===== src/rtl/pipelined_adder.sv =====
// pipelined_adder: WIDTH-bit add/sub split into STAGES slices, one slice per stage.
// Ports: clk, rst_n, in_valid/in_ready/a/b/c_in/sub in; out_valid/out_ready/sum/c_out/overflow out.
module pipelined_adder #(
  parameter int WIDTH  = 32,
  parameter int STAGES = 4
) (
  input  logic             clk,
  input  logic             rst_n,
  input  logic             in_valid,
  output logic             in_ready,
  input  logic [WIDTH-1:0] a,
  input  logic [WIDTH-1:0] b,
  input  logic             c_in,
  input  logic             sub,
  output logic             out_valid,
  input  logic             out_ready,
  output logic [WIDTH-1:0] sum,
  output logic             c_out,
  output logic             overflow
);

  localparam int S = WIDTH / STAGES;

  if (STAGES < 1 || STAGES > WIDTH || (WIDTH % STAGES) != 0) begin : g_bad_cfg
    $error("pipelined_adder: WIDTH must be a multiple of STAGES");
  end

  logic             adv;
  logic [WIDTH-1:0] b_eff;
  logic             cin_eff;

  // Single global enable: the whole pipe moves or the whole pipe holds.
  assign adv      = ~out_valid | out_ready;
  assign in_ready = adv;

  // Subtract is A + ~B + 1; the caller's carry-in is dropped.
  assign b_eff   = sub ? ~b : b;
  assign cin_eff = sub | c_in;

  for (genvar k = 0; k < STAGES; k++) begin : g_st
    localparam int SW = (k + 1) * S;

    logic [S-1:0]  op_a;
    logic [S-1:0]  op_b;
    logic          c_i;
    logic [S:0]    r;
    logic [SW-1:0] s_d;
    logic [SW-1:0] s_q;
    logic          c_q;
    logic          v_d;
    logic          v_q;

    if (k == 0) begin : g_head
      assign op_a = a[S-1:0];
      assign op_b = b_eff[S-1:0];
      assign c_i  = cin_eff;
      assign v_d  = in_valid & adv;
      assign s_d  = r[S-1:0];
    end else begin : g_tail
      assign op_a = g_st[k-1].g_skew.a_q[S-1:0];
      assign op_b = g_st[k-1].g_skew.b_q[S-1:0];
      assign c_i  = g_st[k-1].c_q;
      assign v_d  = g_st[k-1].v_q;
      // New slice lands on top of the already-resolved low slices.
      assign s_d  = {r[S-1:0], g_st[k-1].s_q};
    end

    assign r = {1'b0, op_a} + {1'b0, op_b} + {{S{1'b0}}, c_i};

    always_ff @(posedge clk or negedge rst_n) begin
      if (!rst_n) begin
        s_q <= '0;
        c_q <= 1'b0;
        v_q <= 1'b0;
      end else if (adv) begin
        s_q <= s_d;
        c_q <= r[S];
        v_q <= v_d;
      end
    end

    // Operand slices not yet consumed, kept right-aligned so the
    // next stage always takes the low S bits.
    if (k < STAGES - 1) begin : g_skew
      localparam int AW = WIDTH - SW;

      logic [AW-1:0] a_d;
      logic [AW-1:0] b_d;
      logic [AW-1:0] a_q;
      logic [AW-1:0] b_q;

      if (k == 0) begin : g_src
        assign a_d = a[WIDTH-1:S];
        assign b_d = b_eff[WIDTH-1:S];
      end else begin : g_src
        assign a_d = g_st[k-1].g_skew.a_q[AW+S-1:S];
        assign b_d = g_st[k-1].g_skew.b_q[AW+S-1:S];
      end

      always_ff @(posedge clk or negedge rst_n) begin
        if (!rst_n) begin
          a_q <= '0;
          b_q <= '0;
        end else if (adv) begin
          a_q <= a_d;
          b_q <= b_d;
        end
      end
    end

    if (k == STAGES - 1) begin : g_ovf
      logic ov_d;
      logic ov_q;

      // Carry into the MSB recovered from the MSB sum bit.
      assign ov_d = (op_a[S-1] ^ op_b[S-1] ^ r[S-1]) ^ r[S];

      always_ff @(posedge clk or negedge rst_n) begin
        if (!rst_n) begin
          ov_q <= 1'b0;
        end else if (adv) begin
          ov_q <= ov_d;
        end
      end
    end
  end

  assign sum       = g_st[STAGES-1].s_q;
  assign c_out     = g_st[STAGES-1].c_q;
  assign out_valid = g_st[STAGES-1].v_q;
  assign overflow  = g_st[STAGES-1].g_ovf.ov_q;

endmodule


===== config.mk =====
export PLATFORM = sky130hd
export DESIGN_NAME = pipelined_adder
export DESIGN_NICKNAME = d
export VERILOG_FILES = /design/src/rtl/pipelined_adder.sv
export SDC_FILE = /design/constraint.sdc
export NUM_CORES = 1
export LEC_CHECK = 0
export ABC_AREA = 1
export BUFFER_PORTS_ARGS = -buffer_cell sky130_fd_sc_hd__buf_2
export CAP_MARGIN = 20
export CORE_ASPECT_RATIO = 0.9
export CORE_MARGIN = 5
export CORE_UTILIZATION = 54
export CTS_BUF_LIST = sky130_fd_sc_hd__clkbuf_4
export CTS_CLUSTER_DIAMETER = 50
export CTS_CLUSTER_SIZE = 20
export DETAILED_ROUTE_END_ITERATION = 8
export PLACE_DENSITY = 0.78
export SYNTH_ARGS = -nofsm -noshare
export SYNTH_HDL_FRONTEND = slang
export SYNTH_SLANG_ARGS = --single-unit

===== constraint.sdc =====
create_clock -name clk -period 1.8 [get_ports clk]
set_input_delay 0.09 -clock clk [delete_from_list [all_inputs] [get_ports clk]]
set_output_delay 0.09 -clock clk [all_outputs]
set_load 0.02 [all_outputs]

==> metrics, run 1 <==
Comb pwr share=0.444; Max-slew headroom=0.638; RePlAce Congestion=0.901; hold slack=0.0270 ns; # setup viols final=4; leakage power=5.49 nW; HP Class=in -> reg; post-synthesis mux area share=0; Peak VDD IR=0.000641 V; internal power=9.72 mW; startpoint types=flop; main combinational cell family by area after synthesis=simple AND/OR/NAND/NOR gates; Final Max Slew Viols=0; post-synthesis simple-gate area fraction=0.249; htree depth=4; Synth cell types=25; Req. time, crit path=2.28 ns; pwr dens=1610 nW/um^2; crit-path most repeated cell=nand2_2; CP max stage cell=dfrtp_1; Routed WL=19,000 microns; Die X=143 microns; share of cells above drive strength 1=0.154; Syn Area/Cell=8.56 sq um; PnR Total Power=16.8 mW; cts bufs inserted=17; Clk pwr share=0.134; Final min period=1.86 ns; CP Cell Sequence=fa_2, fa_2, nand2_2, nand2_2, nand2_2, nor2_1, nor2_1, nand2_1, nand3_1, nand2_1; Slew @ Worst Pin=0.543 ns; final setup TNS=-0.112 ns; largest net degree at the start of global routing=77; top post-synthesis cells by area=dfrtp_1, nand2_1, o21ai_0; kind of critical path=reg -> reg; Placement Rows=43; WP buf/inv=0; Initial Utilization=0.556; TritonCTS clock tree=built; CP top delay family=adder cells; Fin. Hold Viols=0; Yosys top cell by area=dfrtp_1; gr ovfl total=0; Routed Antenna Nets=0; Area Growth Syn to Fin=20.8%; 1st-iter DRT viols=512; cell area after synthesis=8650 sq um; final instance area=10,500 sq um; fillers=1,211; Worst-path clk slew=0.14 ns; CP Data Arrival Time=2.34 ns; Skew-Pair Late Insertion Delay=0.58 ns; Synth Area in Compound Gates=0.0584; dpl hpwl=12,300 microns; Clock Path Buffers=2; Yosys top cell area share=0.535; synthesized net count=1,117; Net Switching=7.05 mW; dpl cell area=9370 sq um; IO Port Bufs=105; core area=15,500 sq um; period utilization=1.03; status=finished with violations; max cap viols=0; RSZ-0062 raised after global routing=true; Synth Instances=1,011; DR WL/cell=13.7 microns; Highest Clock Rate=0.538 GHz; Via Count=6,978; violated checks=negative setup slack; final setup margin=-0.0602 ns; Via density=5.01; vias in the first global route=6,683; Seq pwr share=0.422; Die Y=130 microns; Critical Path Fanout Max=3; Yosys warning count=0; Synth Area in Adders=0.0590; post-synthesis sequential area ratio=0.535; Clock Skew=0.0209 ns; Max stage delay on crit path=0.43 ns; Nets=1,283; Sw Share=0.420; Yosys reg bits=185; root buf cell=clkbuf_4; Total GRT Usage=0.213; Die ar.=18,700 sq um; clk sinks=185; first-pass GRT wire length=31,800 microns; I/O Pins=106; drt drc=0; Post-Synth XOR/XNOR Area=0.0385; Initial DRT Pass Iterations=5; CP endpoint kind=flop; antenna violations before repair=1
[worst reg2reg max path: stages (launching register included)]
cell,delay [ns]
dfrtp_1,0.43
fa_2,0.42
fa_2,0.37
nand2_2,0.08
nand2_2,0.08
nand2_2,0.08
nor2_1,0.04
nor2_1,0.11
nand2_1,0.07
nand3_1,0.06
nand2_1,0.05
[cell usage after synthesis]
library cell and instances:
dfrtp_1 185, nand3_1 25, a31oi_1 1, inv_1 61
xor2_1 10, nor2_1 20, xnor2_1 28, buf_2 21
buf_6 11, or2_2 3, a21o_1 1, a21oi_1 16
ha_1 28, or2_1 3, nand2_1 479, o21ai_0 78
o21ai_1 3, clkbuf_1 8, nor2_4 1, nand4_1 6
buf_4 4, fa_1 8, nand3b_1 9, o22ai_1 1
inv_2 1
[metal layers]
metal  GRT usage  routed length [microns]  up-vias
li1            -                        -     3491
met1       0.310                     8760     3250
met2       0.321                     8670      196
met3      0.0410                     1140       41
met4      0.0803                      453        0
met5           0                        0        -
[area by class of cell]
class / instances / area (sq um) / share of cell area
sequential: 185 / 4630 / 0.443
multi-input combinational: 720 / 3560 / 0.341
timing repair buffer: 190 / 1470 / 0.141
tap: 202 / 253 / 0.0242
inverter: 62 / 245 / 0.0235
clock inverter: 15 / 153 / 0.0146
clock buffer: 17 / 128 / 0.0122
timing repair inverter: 1 / 8.76 / 0.000838
antenna: 1 / 2.50 / 0.000239
[logic make-up after synthesis]
kind of cell / Yosys count
AOI/OAI and AO/OA: 100
xor gates and xnor gates: 38
adders and majority gates: 36
buffers and inverters: 106
DFF: 185
and+or+nand+nor: 546
[registers in the layout (all words and copies together), names as in the netlist]
name and flops:
g_st.g_skew.a_q 48, out_valid 1, g_st.v_q 3, g_st.c_q 3, c_out 1, overflow 1, g_st.s_q 48, sum 32
g_st.g_skew.b_q 48
[per-stage QoR]
stage               utilization  setup slack (ns)  cells
floorplan                     -          -0.00138   1011
global placement          0.602           -0.0779   1289
detailed placement        0.602            -0.133   1289
CTS                       0.663           -0.0667   1383
global route              0.672            -0.155   1393
finish                    0.672           -0.0602   1393
[power by group through the flow]
| stage | Combinational (mW) | Clock [mW] | Sequential [mW] |
|---|---|---|---|
| 2_1_floorplan | 4.65 | 0 | 7.33 |
| 3_3_place_gp | 6.60 | 0 | 7.07 |
| 3_5_place_dp | 6.81 | 0 | 7.14 |
| 4_1_cts | 7.06 | 2.32 | 7.06 |
| 5_1_grt | 8.53 | 2.47 | 7.30 |
| 6_report | 7.44 | 2.25 | 7.08 |
[path summary, 6_finish.rpt]
| path | depth (start not counted) | from | slack (ns) | endpoint |
|---|---|---|---|---|
| hold / removal | 4 | b[1] | 0.03 | g_st[0].s_q[1] |
| hold reg to reg | 2 | g_st[2].s_q[9] | 0.48 | sum[9] |
| min in group asynchronous | 2 | rst_n | 0.06 | g_st[0].g_skew.b_q[18] |
| setup / recovery | 10 | g_st[2].c_q | -0.06 | overflow |
| max in group asynchronous | 3 | rst_n | 1.03 | sum[9] |
| setup reg to reg | 10 | g_st[2].c_q | -0.06 | overflow |
[cells in the final DEF (no fill, tap or decap), types with 2 or more instances in the layout]
master         instances
dlygate4sd3_1         60
nor2_1                20
inv_6                  3
dfrtp_1              185
buf_4                 15
inv_1                 60
clkbuf_4              17
o21ai_1                6
fa_2                   7
buf_12                 5
or2_2                  3
nand2_2                3
or2_1                  3
nand3_1               23
ha_1                  28
o21ai_0               75
buf_2                103
buf_8                  3
bufinv_16              2
a21oi_1               15
buf_16                 3
clkinv_4               5
xor2_1                 9
xnor2_1               27
nand4_1                6
nand2_1              476
nand3b_1               9
clkinv_2               4
[repair_timing]
action,CTS,global route
hold endpoints to repair,267,0
buffers inserted,1,9
pin swaps,1,9
hold buffers,61,0
endpoints found under the setup margin,11,11
resized for setup,13,20
gates cloned,0,1
No activity file was read; power rests on OpenSTA's default activity.
==> inputs of run 2 (changes only) <==
--- a/config.mk
+++ b/config.mk
@@ -12,4 +12,3 @@
 export CORE_MARGIN = 5
-export CORE_UTILIZATION = 54
-export CTS_BUF_LIST = sky130_fd_sc_hd__clkbuf_4
+export CORE_UTILIZATION = 35
 export CTS_CLUSTER_DIAMETER = 50
@@ -17,3 +16,2 @@
 export DETAILED_ROUTE_END_ITERATION = 8
-export PLACE_DENSITY = 0.78
 export SYNTH_ARGS = -nofsm -noshare
--- a/constraint.sdc
+++ b/constraint.sdc
@@ -3,2 +3,2 @@
 set_output_delay 0.09 -clock clk [all_outputs]
-set_load 0.02 [all_outputs]
+set_load 0.005 [all_outputs]
==> run 2 against run 1 <==
The run still ends with negative setup slack left. Die area grew 50%. Worst setup slack gained 0.0099 ns. Highest routed layer unchanged. Via count shrank 4.9%. Largest power group is now registers. Clock-buffer cell count grew 4. Sequential power shrank 0.6%. First-iteration DRC count shrank 5.9%. Final cell count grew 6.3%. Hold slack lost 0.024 ns. Sequential share of layout area shrank 1.1 points.
==> metrics, run 2 (synthesis results as in run 1) <==
period utilization=1.03 (about the same); Final Util=0.441 (was 0.672); IO Port Bufs=105 (unchanged); antenna violations before repair=0 (was 1); RSZ-0062 raised after global routing=true (unchanged); startpoint types=flop (unchanged); I/O Pins=106 (unchanged); Routed WL=19,100 microns (was 19,000 microns); pwr dens=1660 nW/um^2 (was 1610 nW/um^2); largest net degree at the start of global routing=79 (was 77); HP Class=in -> reg (unchanged); Nets=1,266 (was 1,283); max cap viols=0 (unchanged); dpl hpwl=13,000 microns (was 12,300 microns); kind of critical path=reg -> reg (unchanged); Area Growth Syn to Fin=24.0% (was 20.8%); root buf cell=clkbuf_16 (was clkbuf_4); DR WL/cell=12.9 microns (was 13.7 microns); Slew @ Worst Pin=0.369 ns (was 0.543 ns); most common cell after layout, fill and taps aside=nand2_1 (unchanged); Peak VDD IR=0.000605 V (was 0.000641 V); Die ar.=28,000 sq um (was 18,700 sq um); biggest regs=g_st.g_skew.a_q: 48 flops, g_st.g_skew.b_q: 48 flops, g_st.s_q: 48 flops (unchanged); Initial Utilization=0.356 (was 0.556); Max-slew headroom=0.754 (was 0.638); Placement Rows=54 (was 43); cts bufs inserted=17 (unchanged); Clock Path Buffers=2 (unchanged); violated checks=negative setup slack (unchanged); Highest Clock Rate=0.540 GHz (was 0.538 GHz); RePlAce Congestion=0.836 (was 0.901); Critical Path Fanout Max=3 (unchanged); clk sinks=185 (unchanged); Final Max Slew Viols=0 (unchanged); Skew-Pair Late Insertion Delay=0.43 ns (was 0.58 ns); first-pass GRT wire length=32,800 microns (was 31,800 microns); Diodes inserted=0 (was 1); Die X=176 microns (was 143 microns); 1st-iter DRT viols=482 (was 512); highest-count cells in the layout ignoring fill and taps=nand2_1, dfrtp_1, buf_2 (unchanged); final setup margin=-0.0504 ns (was -0.0602 ns); # setup viols final=2 (was 4); Via density=4.48 (was 5.01); drt drc=0 (unchanged); CP endpoint kind=flop (unchanged); Routed Antenna Nets=0 (unchanged); gr ovfl total=0 (unchanged); vias in the first global route=6,545 (was 6,683); Via Count=6,639 (was 6,978); status=finished with violations (unchanged); TritonCTS clock tree=built (unchanged); final setup TNS=-0.0566 ns (was -0.112 ns); Total GRT Usage=0.141 (was 0.213); Req. time, crit path=2.11 ns (was 2.28 ns); share of cells above drive strength 1=0.154 (about the same); leakage power=5.54 nW (was 5.49 nW); Initial DRT Pass Iterations=4 (was 5); Fin. Hold Viols=0 (unchanged); htree depth=4 (unchanged); CP Data Arrival Time=2.16 ns (was 2.34 ns); Worst-path clk slew=0.06 ns (was 0.14 ns); fillers=2,426 (was 1,211); Final min period=1.85 ns (was 1.86 ns); Clock Skew=0.00793 ns (was 0.0209 ns); Die Y=159 microns (was 130 microns); core area=24,300 sq um (was 15,500 sq um)
==> run 2: changes by cell type in the layout (fill, tap and decap cells not counted), moves of 5 or more <==
cell / change
clkbuf_4: -17
dlygate4sd3_1: -12
clkbuf_16: +17
clkinv_4: -5
==> run 2: report_power, final <==
group	leakage, nW	total, mW	switching (mW)	internal, mW
registers	2.24	7.04	1.03	6.01
logic	3.01	6.79	4.03	2.77
clock network	0.296	3.96	1.56	2.40
total	5.54	17.8	6.62	11.2
==> run 2: path summary, 6_finish.rpt <==
check                      slack (ns)   startpoint                     end  cells past startpoint
max                             -0.05  g_st[2].c_q                overflow                     10
min                             0.003        b[30]  g_st[0].g_skew.b_q[22]                      3
max reg2reg                     -0.05  g_st[2].c_q                overflow                     10
min reg2reg                      0.46  g_st[2].v_q               out_valid                      2
max in group asynchronous        1.01        rst_n             g_st[1].v_q                      3
min in group asynchronous        0.16        rst_n  g_st[0].g_skew.a_q[14]                      2
==> run 2: worst max-delay path, cell delays in order (launching register included) <==
cell     delay, ns
dfrtp_1       0.40
fa_2          0.42
fa_2          0.38
nand2_2       0.08
nand2_2       0.07
nand2_2       0.08
nor2_2        0.04
nor2_2        0.08
nand2_1       0.06
nand3_1       0.07
nand2_1       0.06
==> run 2: layout make-up <==
cell class / instances / area, sq um / area share
sequential: 185 / 4630 / 0.432
multi-input combinational: 720 / 3570 / 0.333
timing repair buffer: 174 / 1270 / 0.119
clock buffer: 21 / 460 / 0.0429
tap: 308 / 385 / 0.0359
inverter: 62 / 235 / 0.0219
clock inverter: 11 / 169 / 0.0157
==> run 2: stage by stage <==
step	instances	hold WS, ns	instance area [sq um]	worst slack, ns	total power, mW
after floorplan	1011	-0.206	8670	-0.00138	11.5
after detailed placement	1396	0.0476	9520	-0.115	13.6
after global routing	1481	0.00687	10700	-0.150	19.5
after CTS	1476	0.00430	10700	-0.0496	17.8
after global placement	1396	0.0531	9520	-0.0937	13.4
final	1481	0.00317	10700	-0.0504	17.8
==> run 2: what timing repair did <==
| action | 4_1_cts | 5_1_grt |
|---|---|---|
| resized for setup | 9 | 10 |
| setup endpoints to repair | 8 | 8 |
| hold endpoints to repair | 210 | 0 |
| pin swaps | 2 | 12 |
| hold buffers | 48 | 0 |
| gates cloned | 0 | 0 |
| buffers inserted | 0 | 5 |
==> run 2: per-layer routing <==
| layer | vias up | routed length, microns | global-route usage |
|---|---|---|---|
| met5 | - | 0 | 0 |
| met4 | 0 | 253 | 0.0415 |
| met3 | 20 | 480 | 0.0242 |
| met2 | 103 | 8130 | 0.202 |
| met1 | 3069 | 10300 | 0.218 |
| li1 | 3447 | - | - |
==> inputs of run 3 (changes only) <==
BUFFER_PORTS_ARGS = -buffer_cell sky130_fd_sc_hd__clkbuf_2   (was -buffer_cell sky130_fd_sc_hd__buf_2)
==> run 3 against run 2 <==
Highest routed layer unchanged. Largest cell class unchanged. Sequential power about the same. Clock power barely moved. Clock skew increased by 0.0015 ns. Critical path depth is the same. Final cell count grew 0.20%. Core utilization up 0.14 points. Via count hardly changed. The flow still finishes with violations (negative setup slack). Fmax increased by 2.3%. Non-clock buffer count rose by 3. Combinational power is 0.6% lower. Die area is the same. Global-route usage increased by 0.20 points.
==> metrics, run 3 (synthesis results as in run 1) <==
status=finished with violations (unchanged); violated checks=negative setup slack (unchanged); Die X=176 microns (unchanged); antenna violations before repair=0 (unchanged); Via density=4.47 (was 4.48); CP endpoint kind=flop (unchanged); kind of critical path=reg -> reg (unchanged); CP max stage cell=fa_2 (unchanged); Diodes inserted=0 (unchanged); Nets=1,269 (was 1,266); 1st-iter DRT viols=379 (was 482); placed cells=1,399 (was 1,396); cts bufs inserted=17 (unchanged); root buf cell=clkbuf_16 (unchanged); CP Cell Sequence=fa_2, fa_2, nand2_2, nand2_2, nand2_2, nor2_1, nor2_1, nand2_1, nand3_1, nand2_1 (was fa_2, fa_2, nand2_2, nand2_2, nand2_2, nor2_2, nor2_2, nand2_1, nand3_1, nand2_1); R2R depth=10 (unchanged); vias in the first global route=6,582 (was 6,545); Area Growth Syn to Fin=24.4% (was 24.0%); PnR Total Power=17.8 mW (about the same); Initial Utilization=0.356 (unchanged); DR WL/cell=13.0 microns (was 12.9 microns); TritonCTS clock tree=built (unchanged); Fin. Hold Viols=0 (unchanged); highest-count cells in the layout ignoring fill and taps=nand2_1, dfrtp_1, clkbuf_2 (was nand2_1, dfrtp_1, buf_2); Max stage delay on crit path=0.41 ns (was 0.42 ns); pwr dens=1660 nW/um^2 (about the same); Via Count=6,638 (was 6,639); Clock Skew=0.00945 ns (was 0.00793 ns); RePlAce Congestion=0.827 (was 0.836); clk sinks=185 (unchanged); Slew @ Worst Pin=0.460 ns (was 0.369 ns); Die Y=159 microns (unchanged); hold path depth=4 (was 3); hold slack=0.104 ns (was 0.00317 ns); largest net degree at the start of global routing=89 (was 79); Skew-Pair Late Insertion Delay=0.43 ns (about the same); crit-path most repeated cell=nand2_2 (unchanged); final setup margin=-0.00796 ns (was -0.0504 ns); Critical Path Fanout Max=3 (unchanged); dpl hpwl=13,300 microns (was 13,000 microns); Total GRT Usage=0.143 (was 0.141); Clock Path Buffers=2 (unchanged); final setup TNS=-0.00796 ns (was -0.0566 ns); Worst path depth=10 (unchanged); RSZ-0062 raised after global routing=true (unchanged); CP Data Arrival Time=2.13 ns (was 2.16 ns); core area=24,300 sq um (unchanged); period utilization=1.00 (was 1.03); Peak VDD IR=0.000615 V (was 0.000605 V); share of cells above drive strength 1=0.153 (was 0.154); Placement Rows=54 (unchanged); Routed Antenna Nets=0 (unchanged); Non-Filler Instances=1,484 (was 1,481); IO Port Bufs=105 (unchanged); first-pass GRT wire length=33,000 microns (was 32,800 microns); htree depth=4 (unchanged); drt drc=0 (unchanged); register area=4630 sq um (unchanged); leakage power=5.58 nW (was 5.54 nW); Die ar.=28,000 sq um (unchanged); Final Max Slew Viols=0 (unchanged); gr ovfl total=0 (unchanged); startpoint types=flop (unchanged); biggest regs=g_st.g_skew.a_q: 48 flops, g_st.g_skew.b_q: 48 flops, g_st.s_q: 48 flops (unchanged); Highest Clock Rate=0.553 GHz (was 0.540 GHz); Final min period=1.81 ns (was 1.85 ns); max cap viols=0 (unchanged); Max-slew headroom=0.693 (was 0.754); Req. time, crit path=2.13 ns (was 2.11 ns); fillers=2,399 (was 2,426); I/O Pins=106 (unchanged); Worst-path clk slew=0.07 ns (was 0.06 ns); WP buf/inv=0 (unchanged); # setup viols final=1 (was 2); multi-input logic area=3570 sq um (about the same); most common cell after layout, fill and taps aside=nand2_1 (unchanged); HP Class=in -> reg (unchanged); Initial DRT Pass Iterations=4 (unchanged); CP top delay family=adder cells (unchanged); Routed WL=19,200 microns (was 19,100 microns)
-- run 3: repair_timing --
action                                  4_1_cts  5_1_grt
endpoints found under the hold margin        98        0
endpoints found under the setup margin       10       10
gates resized for setup                       9       11
pin swaps                                     1        5
hold buffers                                 50        0
setup buffers                                 0        3
-- run 3: path summary, 6_finish.rpt --
| kind | end | slack, ns | startpoint |
|---|---|---|---|
| max in group asynchronous | g_st[1].s_q[1] | 0.90 | rst_n |
| max | overflow | -0.008 | g_st[2].g_skew.b_q[0] |
| min in group asynchronous | g_st[0].g_skew.a_q[17] | 0.18 | rst_n |
| min | g_st[0].s_q[0] | 0.10 | a[0] |
| min reg2reg | out_valid | 0.46 | g_st[2].v_q |
| max reg2reg | overflow | -0.008 | g_st[2].g_skew.b_q[0] |
-- run 3: final cells by class --
class,instances,area share
clock buffers,19,0.0412
clock inverters,13,0.0176
inverters,62,0.0221
multi-input cells,720,0.332
flip-flops and latches,185,0.430
well taps,308,0.0358
repair buffers,177,0.121
-- run 3: per-stage QoR --
stage / utilization / worst slack [ns] / area, sq um
after floorplan: - / -0.00138 / 8670
after global placement: 0.392 / -0.103 / 9540
after detailed placement: 0.392 / -0.111 / 9540
after CTS: 0.440 / -0.0244 / 10700
after global routing: 0.442 / -0.104 / 10800
final: 0.442 / -0.00796 / 10800
-- run 3: layer usage --
| layer | track usage | part of all wire |
|---|---|---|
| met1 | 0.218 | 0.52 |
| met2 | 0.207 | 0.44 |
| met3 | 0.0266 | 0.030 |
| met4 | 0.0422 | 0.012 |
| met5 | 0 | 0 |
-- run 3: worst register-to-register path: stages (launching register included) --
cell and delay, ns:
dfrtp_1 0.40, fa_2 0.41, fa_2 0.36, nand2_2 0.08
nand2_2 0.07, nand2_2 0.06, nor2_1 0.04, nor2_1 0.10
nand2_1 0.06, nand3_1 0.06, nand2_1 0.05
-- run 3: report_power, final --
part	switching, mW	leakage [nW]	internal [mW]
Sequential	1.06	2.24	6.01
Clock	1.62	0.305	2.38
Combinational	3.97	3.04	2.78
Total	6.65	5.58	11.2
